## src/rtl/cim_param_rx_if.sv

```systemverilog
// Broadcast parameter bus shared by all CiM receivers; the sender drives it and
// every receiver listens through the slave modport.
interface cim_param_rx_if #(
    parameter int N_STORAGE = 16
);
    logic        [4:0]           bus_op;
    logic signed [N_STORAGE-1:0] bus_data_0;
    logic signed [N_STORAGE-1:0] bus_data_1;
    logic signed [N_STORAGE-1:0] bus_data_2;
    logic        [5:0]           bus_target_or_sender;

    modport master (
        output bus_op, bus_data_0, bus_data_1, bus_data_2, bus_target_or_sender
    );

    modport slave (
        input bus_op, bus_data_0, bus_data_1, bus_data_2, bus_target_or_sender
    );
endinterface

```

## src/rtl/cim_param_rx.sv

```systemverilog
// Parameter-stream receiver for one CiM: accepts up to three words per bus op into a
// 6-entry FIFO and drains them one per cycle into the local parameter memory.
module cim_param_rx #(
    parameter int  ID        = 0,
    parameter int  N_STORAGE = 16,
    parameter int  MEM_DEPTH = 528,
    localparam int ADDR_W    = $clog2(MEM_DEPTH)
) (
    input  logic                        clk,
    input  logic                        rst_n,
    cim_param_rx_if.slave               bus,
    input  logic                        err_clr,
    output logic                        mem_wr_en,
    output logic        [ADDR_W-1:0]    mem_wr_addr,
    output logic signed [N_STORAGE-1:0] mem_wr_data,
    output logic                        busy,
    output logic                        load_done,
    output logic                        err
);

    localparam logic [4:0]           OP_START  = 5'd1;
    localparam logic [4:0]           OP_STREAM = 5'd2;
    localparam int                   FIFO_D    = 6;
    localparam logic [2:0]           FIFO_FULL = 3'd6;
    localparam logic [ADDR_W-1:0]    LAST_ADDR = ADDR_W'(MEM_DEPTH - 1);
    localparam logic [N_STORAGE-1:0] REM_THREE = N_STORAGE'(3);

    typedef enum logic [1:0] {IDLE, STREAM, DRAIN} state_t;

    state_t                      state_q;
    logic [N_STORAGE-1:0]        rem_q;
    logic [ADDR_W-1:0]           wptr_q, wptr_d;
    logic [2:0]                  rd_q, rd_d;
    logic [2:0]                  wr_q, wr_d;
    logic [2:0]                  cnt_q, cnt_d;
    logic signed [N_STORAGE-1:0] fifo_q [FIFO_D];

    logic                        mem_wr_en_q;
    logic [ADDR_W-1:0]           mem_wr_addr_q;
    logic signed [N_STORAGE-1:0] mem_wr_data_q;
    logic                        load_done_q;
    logic                        err_q, err_d;

    logic signed [N_STORAGE-1:0] words [3];
    logic                        for_me, is_start, is_stream, flush, pop;
    logic                        overflow, wrap_hit, err_set;
    logic [2:0]                  k, push_req, cnt_after_pop, free, n_acc;
    logic [N_STORAGE-1:0]        k_ext;

    // Circular index into the 6-entry buffer; base<=5 and off<=3 so one fold suffices.
    function automatic logic [2:0] fifo_idx(input logic [2:0] base, input logic [2:0] off);
        logic [3:0] sum;
        sum = {1'b0, base} + {1'b0, off};
        if (sum >= 4'd6) begin
            sum = sum - 4'd6;
        end
        return sum[2:0];
    endfunction

    always_comb begin
        words[0]  = bus.bus_data_0;
        words[1]  = bus.bus_data_1;
        words[2]  = bus.bus_data_2;
        for_me    = (bus.bus_target_or_sender == 6'(ID));
        is_start  = for_me && (bus.bus_op == OP_START);
        is_stream = for_me && (bus.bus_op == OP_STREAM);

        // A restart discards buffered words, so the head is not written that cycle.
        flush = is_start && (state_q != IDLE);
        pop   = (cnt_q != 3'd0) && !flush;

        k        = (rem_q >= REM_THREE) ? 3'd3 : rem_q[2:0];
        k_ext    = {{(N_STORAGE-3){1'b0}}, k};
        push_req = (is_stream && (state_q == STREAM)) ? k : 3'd0;

        // Free space is evaluated after this cycle's pop.
        cnt_after_pop = cnt_q - {2'b00, pop};
        free          = FIFO_FULL - cnt_after_pop;
        overflow      = (push_req > free);
        n_acc         = overflow ? free : push_req;

        wrap_hit = pop && (wptr_q >= LAST_ADDR);
        err_set  = (is_stream && (state_q != STREAM)) || flush || overflow || wrap_hit;
        err_d    = err_set || (err_q && !err_clr);

        if (flush) begin
            cnt_d = 3'd0;
            rd_d  = 3'd0;
            wr_d  = 3'd0;
        end else begin
            cnt_d = cnt_after_pop + n_acc;
            rd_d  = pop ? fifo_idx(rd_q, 3'd1) : rd_q;
            wr_d  = fifo_idx(wr_q, n_acc);
        end

        if (is_start) begin
            wptr_d = bus.bus_data_0[ADDR_W-1:0];
        end else if (pop) begin
            wptr_d = wrap_hit ? '0 : wptr_q + 1'b1;
        end else begin
            wptr_d = wptr_q;
        end
    end

    // Buffer storage carries data only and needs no reset.
    always_ff @(posedge clk) begin
        for (int i = 0; i < 3; i++) begin
            if (3'(i) < n_acc) begin
                fifo_q[fifo_idx(wr_q, 3'(i))] <= words[i];
            end
        end
    end

    always_ff @(posedge clk or negedge rst_n) begin
        if (!rst_n) begin
            state_q       <= IDLE;
            rem_q         <= '0;
            wptr_q        <= '0;
            rd_q          <= 3'd0;
            wr_q          <= 3'd0;
            cnt_q         <= 3'd0;
            mem_wr_en_q   <= 1'b0;
            mem_wr_addr_q <= '0;
            mem_wr_data_q <= '0;
            load_done_q   <= 1'b0;
            err_q         <= 1'b0;
        end else begin
            rd_q        <= rd_d;
            wr_q        <= wr_d;
            cnt_q       <= cnt_d;
            wptr_q      <= wptr_d;
            err_q       <= err_d;
            mem_wr_en_q <= pop;
            load_done_q <= 1'b0;
            if (pop) begin
                mem_wr_addr_q <= wptr_q;
                mem_wr_data_q <= fifo_q[rd_q];
            end

            if (is_start) begin
                rem_q <= bus.bus_data_1;
                if (bus.bus_data_1 == '0) begin
                    state_q     <= IDLE;
                    load_done_q <= 1'b1;
                end else begin
                    state_q <= STREAM;
                end
            end else begin
                case (state_q)
                    STREAM: begin
                        if (is_stream) begin
                            rem_q <= rem_q - k_ext;
                            if (rem_q == k_ext) begin
                                state_q <= DRAIN;
                            end
                        end
                    end
                    DRAIN: begin
                        // Empty here means the final word went out on the previous edge.
                        if (cnt_q == 3'd0) begin
                            state_q     <= IDLE;
                            load_done_q <= 1'b1;
                        end
                    end
                    default: begin
                    end
                endcase
            end
        end
    end

    assign mem_wr_en   = mem_wr_en_q;
    assign mem_wr_addr = mem_wr_addr_q;
    assign mem_wr_data = mem_wr_data_q;
    assign load_done   = load_done_q;
    assign err         = err_q;
    assign busy        = (state_q != IDLE) || (cnt_q != 3'd0);

endmodule

```

## src/flat_wrapper.sv

```systemverilog
// flat-port wrapper written by rule: the top's interface ports become plain ports
module cim_param_rx_flat 
#(
    parameter int  ID        = 0,
    parameter int  N_STORAGE = 16,
    parameter int  MEM_DEPTH = 528,
    localparam int ADDR_W    = $clog2(MEM_DEPTH)
)
  (clk, rst_n, err_clr, mem_wr_en, mem_wr_addr, mem_wr_data, busy, load_done, err, bus_bus_op, bus_bus_data_0, bus_bus_data_1, bus_bus_data_2, bus_bus_target_or_sender);
  cim_param_rx_if #(.N_STORAGE(N_STORAGE)) bus_i ();
  input  logic clk;
  input  logic rst_n;
  input  logic err_clr;
  output logic mem_wr_en;
  output logic        [ADDR_W-1:0] mem_wr_addr;
  output logic signed [N_STORAGE-1:0] mem_wr_data;
  output logic busy;
  output logic load_done;
  output logic err;
  input wire logic [$bits(bus_i.bus_op)-1:0] bus_bus_op;
  input wire logic [$bits(bus_i.bus_data_0)-1:0] bus_bus_data_0;
  input wire logic [$bits(bus_i.bus_data_1)-1:0] bus_bus_data_1;
  input wire logic [$bits(bus_i.bus_data_2)-1:0] bus_bus_data_2;
  input wire logic [$bits(bus_i.bus_target_or_sender)-1:0] bus_bus_target_or_sender;
  assign bus_i.bus_op = bus_bus_op;
  assign bus_i.bus_data_0 = bus_bus_data_0;
  assign bus_i.bus_data_1 = bus_bus_data_1;
  assign bus_i.bus_data_2 = bus_bus_data_2;
  assign bus_i.bus_target_or_sender = bus_bus_target_or_sender;
  cim_param_rx #(.ID(ID), .N_STORAGE(N_STORAGE), .MEM_DEPTH(MEM_DEPTH)) u_core (.clk(clk), .rst_n(rst_n), .bus(bus_i), .err_clr(err_clr), .mem_wr_en(mem_wr_en), .mem_wr_addr(mem_wr_addr), .mem_wr_data(mem_wr_data), .busy(busy), .load_done(load_done), .err(err));
endmodule
```

## config.mk

```make
export PLATFORM = sky130hd
export DESIGN_NAME = cim_param_rx_flat
export DESIGN_NICKNAME = d
export VERILOG_FILES = /design/src/rtl/cim_param_rx_if.sv /design/src/rtl/cim_param_rx.sv /design/src/flat_wrapper.sv
export SDC_FILE = /design/constraint.sdc
export NUM_CORES = 1
export LEC_CHECK = 0
export CAP_MARGIN = 40
export CORE_MARGIN = 4
export CORE_UTILIZATION = 50
export CTS_BUF_LIST = sky130_fd_sc_hd__clkbuf_16
export CTS_CLUSTER_SIZE = 40
export DETAILED_ROUTE_END_ITERATION = 12
export HOLD_SLACK_MARGIN = 0.03
export PLACE_DENSITY_LB_ADDON = 0.2
export SLEW_MARGIN = 40
export SYNTH_ARGS = -nofsm -noshare
export SYNTH_HDL_FRONTEND = slang
export SYNTH_SLANG_ARGS = --single-unit
```

## constraint.sdc

```tcl
create_clock -name clk -period 6.4 [get_ports clk]
set_clock_uncertainty 0.15 [all_clocks]
set_input_delay 1.28 -clock clk [delete_from_list [all_inputs] [get_ports clk]]
set_output_delay 1.28 -clock clk [all_outputs]
set_load 0.05 [all_outputs]
```

* Word level (Yosys, flattened, before mapping)
Memories as Yosys holds them, arrays and structs flattened. A register that Yosys moved wholly into a read port is not among the register bits.
Cells that the tools add are included.
** Operators by class
- Add/sub/neg operators :: 14
- $lt $le $gt $ge :: 11
- Equal/unequal tests :: 9
- Mux-type cells :: 37
- Reductions and logical operators :: 28
** Operator list (number)
- $mux W16 :: 3
- $mux W3 :: 15
- $mux W10 :: 3
- $eq A16 B3 Y1 :: 1
- $ge A16 B2 Y1 const B :: 1
- $ge A4 B3 Y1 const B :: 4
- $logic_not A16 Y1 :: 1
- $sub A16 B3 Y16 :: 1
- $sub A3 B3 Y3 const B :: 5
- $mux W1 :: 11
- $add A10 B1 Y10 const B :: 1
- $ge A10 B10 Y1 const B :: 1
- $reduce_bool A2 Y1 :: 5
- $add A3 B1 Y4 const B :: 2
- $logic_and A1 B1 Y1 :: 8
- $mux W2 :: 4
- $logic_not A6 Y1 :: 1
- $lt A1 B3 Y1 const A :: 2
- $ne A3 B1 Y1 const B :: 2
- $reduce_bool A3 Y1 :: 2
- $eq A5 B1 Y1 const B :: 1
- $eq A5 B2 Y1 const B :: 1
- $logic_or A1 B1 Y1 :: 5
- $add A3 B2 Y4 const B :: 1
- 16 further kinds :: 18
** Storage, ports and cells
- Flip-flop bits (word level) :: 50
- Memory bits (writable) :: 96
- Input port bits :: 62
- Output and inout bits :: 30
- Logic and storage cells :: 110
- Memories :: 1
** Memories
- u_core.fifo_q :: depth 6, bits a word 16, rd ports 1, clocked after Yosys merged registers in 1, wr ports 3, line cim_param_rx.sv:36 : logic signed [N_STORAGE-1:0] fifo_q [FIFO_D];

* Depth between registers and ports, before layout
Gate-level depths: netlist of the first run.
- Word-level depth :: 13
- Mapped depth :: 22
- Mapped depth without buffers :: 21

* Worst setup path after synthesis of the first run
No wires, ideal clock.
- Kind :: input-to-reg
- From :: input port bus_bus_op[4]
- To :: memory u_core.fifo_q[2][0] (enable)
- Library setup time :: 447 ps
- Data arrival time :: 6774 ps
- Data required time :: 5803 ps
- Path slack :: -971 ps
- Cell stages on the path :: 16
- Buffers on the path :: 1
- Cell sequence :: nor3_1 > nand4_1 > o21ai_1 > clkbuf_1 > inv_1 > ha_1 > ha_1 > inv_1 > ha_1 > xor3_1 > ha_1 > a21oi_1 > a21o_1 > o311a_1 > nor3_1 > o311ai_0
** RTL lines
- start, declared :: line flat_wrapper.sv:20 : input wire logic [$bits(bus_i.bus_op)-1:0] bus_bus_op;
- end, declared :: line cim_param_rx.sv:36

* Final worst setup path of the first run
- From :: input port bus_bus_target_or_sender[5]
- To :: register u_core.wr_q[1]
** On the way
- Cells in the longest elaborated chain, start to end :: 13
- Elaborated cells on any way between the ends :: 17
- Classes of those cells :: 4 x add/sub; 2 x order compare; 4 x mux; 7 x reduce/logical
** RTL lines
- start, declared :: line flat_wrapper.sv:24 : input wire logic [$bits(bus_i.bus_target_or_sender)-1:0] bus_bus_target_or_sender;
- $logic_not A6 Y1 * :: line cim_param_rx.sv:64 : for_me = (bus.bus_target_or_sender == 6'(ID));
- $logic_and A1 B1 Y1 * :: line cim_param_rx.sv:65 : is_start = for_me && (bus.bus_op == OP_START);
- $logic_and A1 B1 Y1 * :: line cim_param_rx.sv:69 : flush = is_start && (state_q != IDLE);
- $logic_not A1 Y1 * :: line cim_param_rx.sv:70 : pop = (cnt_q != 3'd0) && !flush;
- $logic_and A1 B1 Y1 * :: line cim_param_rx.sv:70
- net u_core.pop :: line cim_param_rx.sv:45 : logic for_me, is_start, is_stream, flush, pop;
- $sub A3 B1 Y3 * :: line cim_param_rx.sv:77 : cnt_after_pop = cnt_q - {2'b00, pop};
- $sub A3 B3 Y3 * :: line cim_param_rx.sv:78 : free = FIFO_FULL - cnt_after_pop;
- $gt A3 B3 Y1 :: line cim_param_rx.sv:79 : overflow = (push_req > free);
- $mux W3 * :: line cim_param_rx.sv:80 : n_acc = overflow ? free : push_req;
- $add A3 B3 Y4 * :: line cim_param_rx.sv:53 : sum = {1'b0, base} + {1'b0, off};
- $ge A4 B3 Y1 / $sub A3 B3 Y3 (equally long branches) :: line cim_param_rx.sv:54, cim_param_rx.sv:55
- $mux W3 * :: line cim_param_rx.sv:54 : if (sum >= 4'd6) begin
- $mux W3 * :: line cim_param_rx.sv:86 : if (flush) begin
- net u_core.wr_d[1] :: line cim_param_rx.sv:34 : logic [2:0] wr_q, wr_d;
- end signal, assigned :: line cim_param_rx.sv:129 : wr_q <= wr_d;
- end, declared :: line cim_param_rx.sv:34
Mark *: on every way through the listed nets, which the timed path passes. The rest lies on a longest branch.
A chain may end at the register's enable or synchronous reset.

==> results of run 1 <==
## state kept, by name, indices dropped and copies added, names as in the netlist
register	flops
u_core.wptr_q	10
u_core.state_q	2
u_core.load_done	1
u_core.mem_wr_addr	10
u_core.wr_q	3
u_core.mem_wr_data	16
u_core.rem_q	16
u_core.cnt_q	3
u_core.mem_wr_en	1
u_core.rd_q	3
u_core.fifo_q	96
u_core.err	1
## Yosys cell counts, drive strengths merged, types with 4 or more instances
| cell type | instances | area share [%] |
|---|---|---|
| nor4 | 13 | 1.2 |
| xor2 | 5 | 0.43 |
| a21oi | 35 | 2.2 |
| edfxtp | 96 | 29 |
| buf | 20 | 1.4 |
| o211ai | 6 | 0.58 |
| nand4 | 6 | 0.64 |
| nor2 | 33 | 1.2 |
| ha | 21 | 2.6 |
| nor2b | 4 | 0.25 |
| nand2 | 81 | 3.1 |
| nand3 | 19 | 1.1 |
| mux4 | 16 | 3.6 |
| o21ai | 67 | 3.3 |
| nor3 | 11 | 0.54 |
| mux2 | 203 | 24 |
| xnor2 | 7 | 0.61 |
| dfrtp | 66 | 16 |
| o311ai | 6 | 0.52 |
| or4 | 8 | 0.59 |
| clkbuf | 21 | 0.78 |
| mux2i | 20 | 2.0 |
| inv | 21 | 0.78 |
## routing by layer
metal	share of wire [%]	GRT usage (%)	routed length, um	vias to the layer above
li1	-	-	-	3353
met1	45	33.1	11600	3560
met2	47	37.2	12200	245
met3	6.1	4.00	1570	39
met4	1.7	6.13	444	2
met5	0.043	0	11	-
## how the worst min path moves through the flow
stage | start | endpoint | slack, ns
after floorplan | u_core.rem_q[3] | u_core.rem_q[3] | 0.35
after global placement | u_core.mem_wr_data[2] | u_core.mem_wr_data[2] | 0.31
after detailed placement | u_core.mem_wr_data[0] | u_core.mem_wr_data[0] | 0.32
after CTS | u_core.mem_wr_data[0] | u_core.mem_wr_data[0] | 0.33
after global routing | u_core.mem_wr_data[2] | u_core.mem_wr_data[2] | 0.36
final | u_core.mem_wr_data[0] | u_core.mem_wr_data[0] | 0.33
## final cells by class
class,instances,area share [%]
multi-input cells,608,44.1
flip-flops and latches,162,37.7
repair buffers,122,10.1
clock buffers,17,3.53
well taps,265,2.75
clock inverters,15,1.19
inverters,21,0.655
## through the flow
step | setup WS (ns) | cell area [um^2] | hold slack (ns) | cells | total power [uW]
finish | 0.538 | 12000 | 0.327 | 1210 | 6700
detailed placement | 0.0955 | 11500 | 0.318 | 1178 | 5720
global route | 0.241 | 12000 | 0.359 | 1210 | 7120
CTS | 0.543 | 12000 | 0.333 | 1210 | 6730
global placement | 0.258 | 11400 | 0.310 | 1177 | 5640
floorplan | -0.293 | 10100 | 0.349 | 832 | 4610
## kinds of logic after synthesis
family                     synth area share (%)
adders and majority gates                  3.00
xor gates and xnor gates                   1.28
muxes                                      29.1
DFF                                        44.9
other                                    0.0371
AOI/OAI and AO/OA                          8.78
buffers and inverters                      3.01
and+or+nand+nor                            9.92
## power by group through the flow
stage | registers [uW] | logic (uW) | clock network (uW)
finish | 2050 | 3660 | 999
global route | 2100 | 3970 | 1050
CTS | 2050 | 3670 | 1010
detailed placement | 2070 | 3650 | 0
global placement | 2060 | 3590 | 0
floorplan | 2280 | 2330 | 0
## worst register-to-register path: cells and delay by family (launching register included)
kind            cells  cell delay (ns)
simple gates        2             0.68
buf+inv             2             0.17
fa+ha+maj           5             1.30
compound gates      7             1.52
xor+xnor            1             0.26
mux                 1             0.35
flops               1             0.40
==> results_dict.tcl, run 1 <==
set metrics [dict create \
    cts_root_buffer "clkbuf_16" \
    period_share_pct 91.6 \
    fp.dieH_um 150 \
    worst_hold_path.num_cells 2 \
    worst-slew-pin-transition_ns 0.739 \
    hpwlAfterDp_um 17400 \
    post_cts_resize_count 0 \
    leading_cell_type_in_the_layout_fill_and_taps_excluded "mux2_2" \
    internal_power_uw 3900 \
    drt_first_pass_iters 5 \
    route.final.wire_length_um 25800 \
    antenna_cells_inserted 0 \
    cts_htree_levels 4 \
    outcome "finished, final reports clean" \
    reg2reg_to "u_core.wr_q[1]" \
    port_buffers 91 \
    clk_pin_slew_worst_paths_ns 0.06 \
    prevailing_post_synth_register_cell "edfxtp_1" \
    postSynth.asyncResetShare_pct 40.7 \
    drt.antenna.violating_nets 0 \
    setup_viol_count_final 0 \
    peak_fanout_along_the_critical_path 9 \
    drt-wirelength-per-cell_um 21.3 \
    ff2ff_setup_slack_ns 1.50 \
    syn-mean-instance-area_um2 12.1 \
    numCtsBuffers 17 \
    tns_ns 0 \
    critical_path_depth 20 \
    synthToLayoutAreaGrowth_pct 19.1 \
    mapped_area_mm2 0.0101 \
    worst_ep_required_time_ns 6.61 \
    critPathMaxStageDelay_ns 0.44 \
    worst-r2r-cell-count 18 \
    fillerInstances 1639 \
    grt_antenna_before_repair 2 \
    crit_arrival_ns 6.07 \
    relSlewSlack_pct 50.4 \
    final-hold-violation-count 0 \
    wire_length_of_the_first_global_routing_pass_um 40100 \
    grt_pass1_vias 7142 \
    worstSetupStartpointType "input port" \
    clock_latency_ns 0.43 \
    setup_repair_after_global_routing_missed_its_margin "no" \
    synth_enable_flop_cells 96 \
    synth-seq-area-share_pct 44.9 \
    power.density_mw_per_mm2 557 \
    cts_hold_repair.buffers 0 \
    multi_input_area_mm2 0.00531 \
    achievable-frequency_mhz 171 \
    area.sequential_mm2 0.00454 \
    p_leak_uw 0.00454 \
    ys_ff_latch 162 \
    worst_setup_path_end_kind "flip-flop" \
    critical_path_class "input port to flip-flop" \
    power.share.switching_pct 41.8 \
    pwr-share-seq_pct 30.6 \
    finalWeightedCongestion 0.857 \
    clock_tree_from_tritoncts "done" \
    grt_start_max_net_pins 43 \
    most_prevalent_standard_cell_on_the_critical_path "ha_1" \
    cp-startpoint "bus_bus_target_or_sender[5]" \
    global_route.overflow_total 0 \
    post_drt_via_cell_ratio 5.95 \
    post-cts-setup-buffers 0 \
    clockBufferDepth 2 \
    crit_path_end "u_core.wr_q[1]" \
    cpMaxStageDelayCell "clkdlybuf4s50_1" \
    drv.max_cap_violation_count 0 \
    dieArea_mm2 0.0225 \
    number_of_unique_standard_cell_types_used_by_synthesis 69 \
    syn_nets 917 \
    p_clk_share_pct 14.9 \
    worstPathCellList "clkdlybuf4s50_1, nor4_4, nand4_1, o21ai_4, inv_1, ha_1, ha_1, inv_1, ha_1, xor3_1, ha_1, a21oi_1, a21o_1, o211ai_4, o21ai_0, ha_1, a21o_1, a21oi_1, mux2_2, nor2_1" \
    drc_errors 0 \
    die_w_um 150 \
    crit-reg2reg-launch "u_core.cnt_q[0]" \
    synth_cells 832 \
    tritoncts_num_sinks 162 \
    io-pin-count 92 \
    largest_delay_contributor_family_on_the_critical_path "compound AO/OA/AOI/OAI gates" \
    peakVddDrop_uv 332 \
    detail_route.iter0.violations 431 \
    fraction_of_final_layout_cells_sized_beyond_drive_strength_1_pct 29.0 \
    net_switching_power_uw 2800 \
    utilization_pct 61.2 \
    globalRouteTotalUtil_pct 23.3 \
    timing.critical_path.buf_inv 3 \
    fin_nets 1017 \
    drv_slew 0 \
    initial_standard_cell_utilization_of_the_core_pct 51.4 \
    detailroute.via_count 7199 \
    ys.warnings.count 0 \
    floorplan.rows 51 \
    most-common-layout-cells "142 x mux2_2, 96 x edfxtp_1, 90 x clkdlybuf4s50_1" \
    timing.final.crit_period_ns 5.86 \
    timing.hold.worst.class "flip-flop to flip-flop" \
    combinationalPowerShare_pct 54.5 \
    placeableCoreArea_mm2 0.0197 \
]
No activity file was read; power rests on OpenSTA's default activity.
==> run 2, diff against run 1 <==
--- a/config.mk
+++ b/config.mk
@@ -9,7 +9,6 @@
 export CORE_MARGIN = 4
 export CORE_UTILIZATION = 50
 export CTS_BUF_LIST = sky130_fd_sc_hd__clkbuf_16
-export CTS_CLUSTER_SIZE = 40
 export DETAILED_ROUTE_END_ITERATION = 12
 export HOLD_SLACK_MARGIN = 0.03
 export PLACE_DENSITY_LB_ADDON = 0.2
==> results of run 2 <==
Same layout as run 1: the final DEF is identical, and so are final timing and power.
==> run 3, diff against run 2 <==
==> constraint.sdc (replaced) <==
create_clock -name clk -period 5.6 [get_ports clk]
set_clock_uncertainty 0.15 [all_clocks]
set_input_delay 1.12 -clock clk [delete_from_list [all_inputs] [get_ports clk]]
set_output_delay 1.12 -clock clk [all_outputs]
set_load 0.05 [all_outputs]
==> run 3 against run 2 <==
Clock-buffer cell count rose by 1; combinational power rose by 28%; via count rose by 0.39%; register-to-register slack got worse by 0.37 ns; utilization rose by 1.7 points; routed wire length rose by 1.2%; design area rose by 2.8%; largest cell class unchanged; highest routed layer unchanged.
==> results_dict.tcl, run 3 (synthesized netlist as in run 1, its figures left out) <==
set metrics [dict create \
    post-route-cell-area_mm2 0.0124 \
    post_cts_resize_count 0 \
    worst-slew-pin-transition_ns 0.755 \
    timing.final.crit_period_ns 5.18 \
    most_prevalent_standard_cell_on_the_critical_path "ha_4" \
    place_inst 1186 \
    detailed_place.area_mm2 0.0118 \
    clockBufferDepth 2 \
    synthToLayoutAreaGrowth_pct 22.4 \
    worstSetupStartpointType "input port" \
    io-pin-count 92 \
    globalRouteTotalUtil_pct 23.9 \
    fraction_of_final_layout_cells_sized_beyond_drive_strength_1_pct 31.6 \
    finalWeightedCongestion 0.856 \
    detail_route.iter0.violations 552 \
    pwr-share-seq_pct 28.8 \
    timing.hold.worst.class "flip-flop to flip-flop" \
    dieArea_mm2 0.0225 \
    grt_pass1_vias 7224 \
    post-route-worst-setup-slack_ns 0.425 \
    largest_register_ffs 96 \
    p_leak_uw 0.00465 \
    clk_pin_slew_worst_paths_ns 0.07 \
    utilization_pct 62.9 \
    drt-wirelength-per-cell_um 21.4 \
    power.share.switching_pct 41.6 \
    crit_arrival_ns 5.39 \
    place_ws_ns -0.0426 \
    net_switching_power_uw 3400 \
    clock_tree_from_tritoncts "done" \
    internal_power_uw 4780 \
    fp.dieH_um 150 \
    critical_path_class "input port to flip-flop" \
    grt_start_max_net_pins 67 \
    relSlewSlack_pct 49.5 \
    setup_repair_after_global_routing_missed_its_margin "no" \
    floorplan.rows 51 \
    post_drt_via_cell_ratio 5.93 \
    fillerInstances 1596 \
    drc_errors 0 \
    drv_slew 0 \
    final-hold-violation-count 0 \
    worst_setup_path_end_kind "flip-flop" \
    worstPathCellList "clkdlybuf4s50_1, nor4_4, nand4_1, o21ai_4, inv_4, ha_4, ha_4, inv_4, ha_4, xor3_2, ha_4, and3_1, a21o_4, o21ai_0, ha_1, a21o_1, a21oi_1, mux2_2, nor2_1" \
    drv.max_cap_violation_count 0 \
    leading_cell_type_in_the_layout_fill_and_taps_excluded "mux2_2" \
    achievable-frequency_mhz 193 \
    post_layout_nonfiller_instances 1219 \
    combinationalPowerShare_pct 57.2 \
    global_route.usage.met3_pct 5.00 \
    power.density_mw_per_mm2 662 \
    critPathMaxStageDelay_ns 0.44 \
    hpwlAfterDp_um 17800 \
    p_clk_share_pct 13.9 \
    drt_first_pass_iters 5 \
    post-cts-setup-buffers 0 \
    peakVddDrop_uv 432 \
    grt_antenna_before_repair 2 \
    period_share_pct 92.4 \
    use_met1_pct 33.6 \
    numCtsBuffers 17 \
    placeableCoreArea_mm2 0.0197 \
    max_flop_register "u_core.fifo_q" \
    gr-usage-met2_pct 38.4 \
    drt.antenna.violating_nets 0 \
    cts_htree_levels 4 \
    fin_nets 1025 \
    route.final.wire_length_um 26100 \
    clock_latency_ns 0.43 \
    setup_viol_count_final 0 \
    most-common-layout-cells "142 x mux2_2, 96 x edfxtp_1, 90 x clkdlybuf4s50_1" \
    top_usage_layer "met2" \
    cts_hold_repair.buffers 0 \
    die_w_um 150 \
    worst_ep_required_time_ns 5.81 \
    detailroute.via_count 7227 \
    power_after_layout_uw 8180 \
    outcome "finished, final reports clean" \
    cts_root_buffer "clkbuf_16" \
    peak_fanout_along_the_critical_path 9 \
    tritoncts_num_sinks 162 \
    wire_length_of_the_first_global_routing_pass_um 41000 \
    cpMaxStageDelayCell "clkdlybuf4s50_1" \
    port_buffers 91 \
    initial_standard_cell_utilization_of_the_core_pct 51.4 \
    global_route.overflow_total 0 \
]
## run 3: through the flow
step / setup TNS, ns / hold slack [ns]
finish: 0 / 0.328
global route: 0 / 0.353
CTS: 0 / 0.334
detailed placement: -0.0426 / 0.320
global placement: 0 / 0.311
floorplan: -4.99 / 0.349
## run 3: path summary, 6_finish.rpt
check	slack [ns]	end	cells after the start	from
setup / recovery	0.42	u_core.wr_q[1]	19	bus_bus_op[2]
hold / removal	0.33	u_core.mem_wr_data[7]	2	u_core.mem_wr_data[7]
setup reg to reg	1.13	u_core.wr_q[1]	17	u_core.cnt_q[0]
hold reg to reg	0.33	u_core.mem_wr_data[7]	2	u_core.mem_wr_data[7]
max in group asynchronous	4.23	u_core.rd_q[0]	2	rst_n
min in group asynchronous	0.63	u_core.mem_wr_addr[7]	2	rst_n
## run 3: metal layers
layer	part of all wire, %	vias up
met2	48	244
li1	-	3380
met3	6.8	34
met1	43	3567
met4	1.7	2
met5	0.065	-
## run 3: worst max-delay path, delay by kind of cell
family          cells  cell delay (ns)
xor+xnor            1             0.27
simple gates        4             0.79
fa+ha+maj           5             1.14
buf+inv             3             0.54
mux                 1             0.35
compound gates      5             1.17
## run 3: power by group through the flow
stage / Clock [uW] / Sequential (uW) / Combinational [uW]
after floorplan: 0 / 2600 / 2960
after global placement: 0 / 2360 / 4610
after detailed placement: 0 / 2390 / 4680
after CTS: 1160 / 2360 / 4690
after global routing: 1210 / 2430 / 5030
final: 1140 / 2360 / 4680
## run 3: area by class of cell
cell class	count	area, um^2	area share, %
antenna	1	2.50	0.0202
sequential	162	4540	36.7
tap	265	332	2.68
clock buffer	18	450	3.64
clock inverter	14	125	1.01
multi-input combinational	608	5450	44.0
timing repair buffer	130	1390	11.2
inverter	21	83.8	0.678
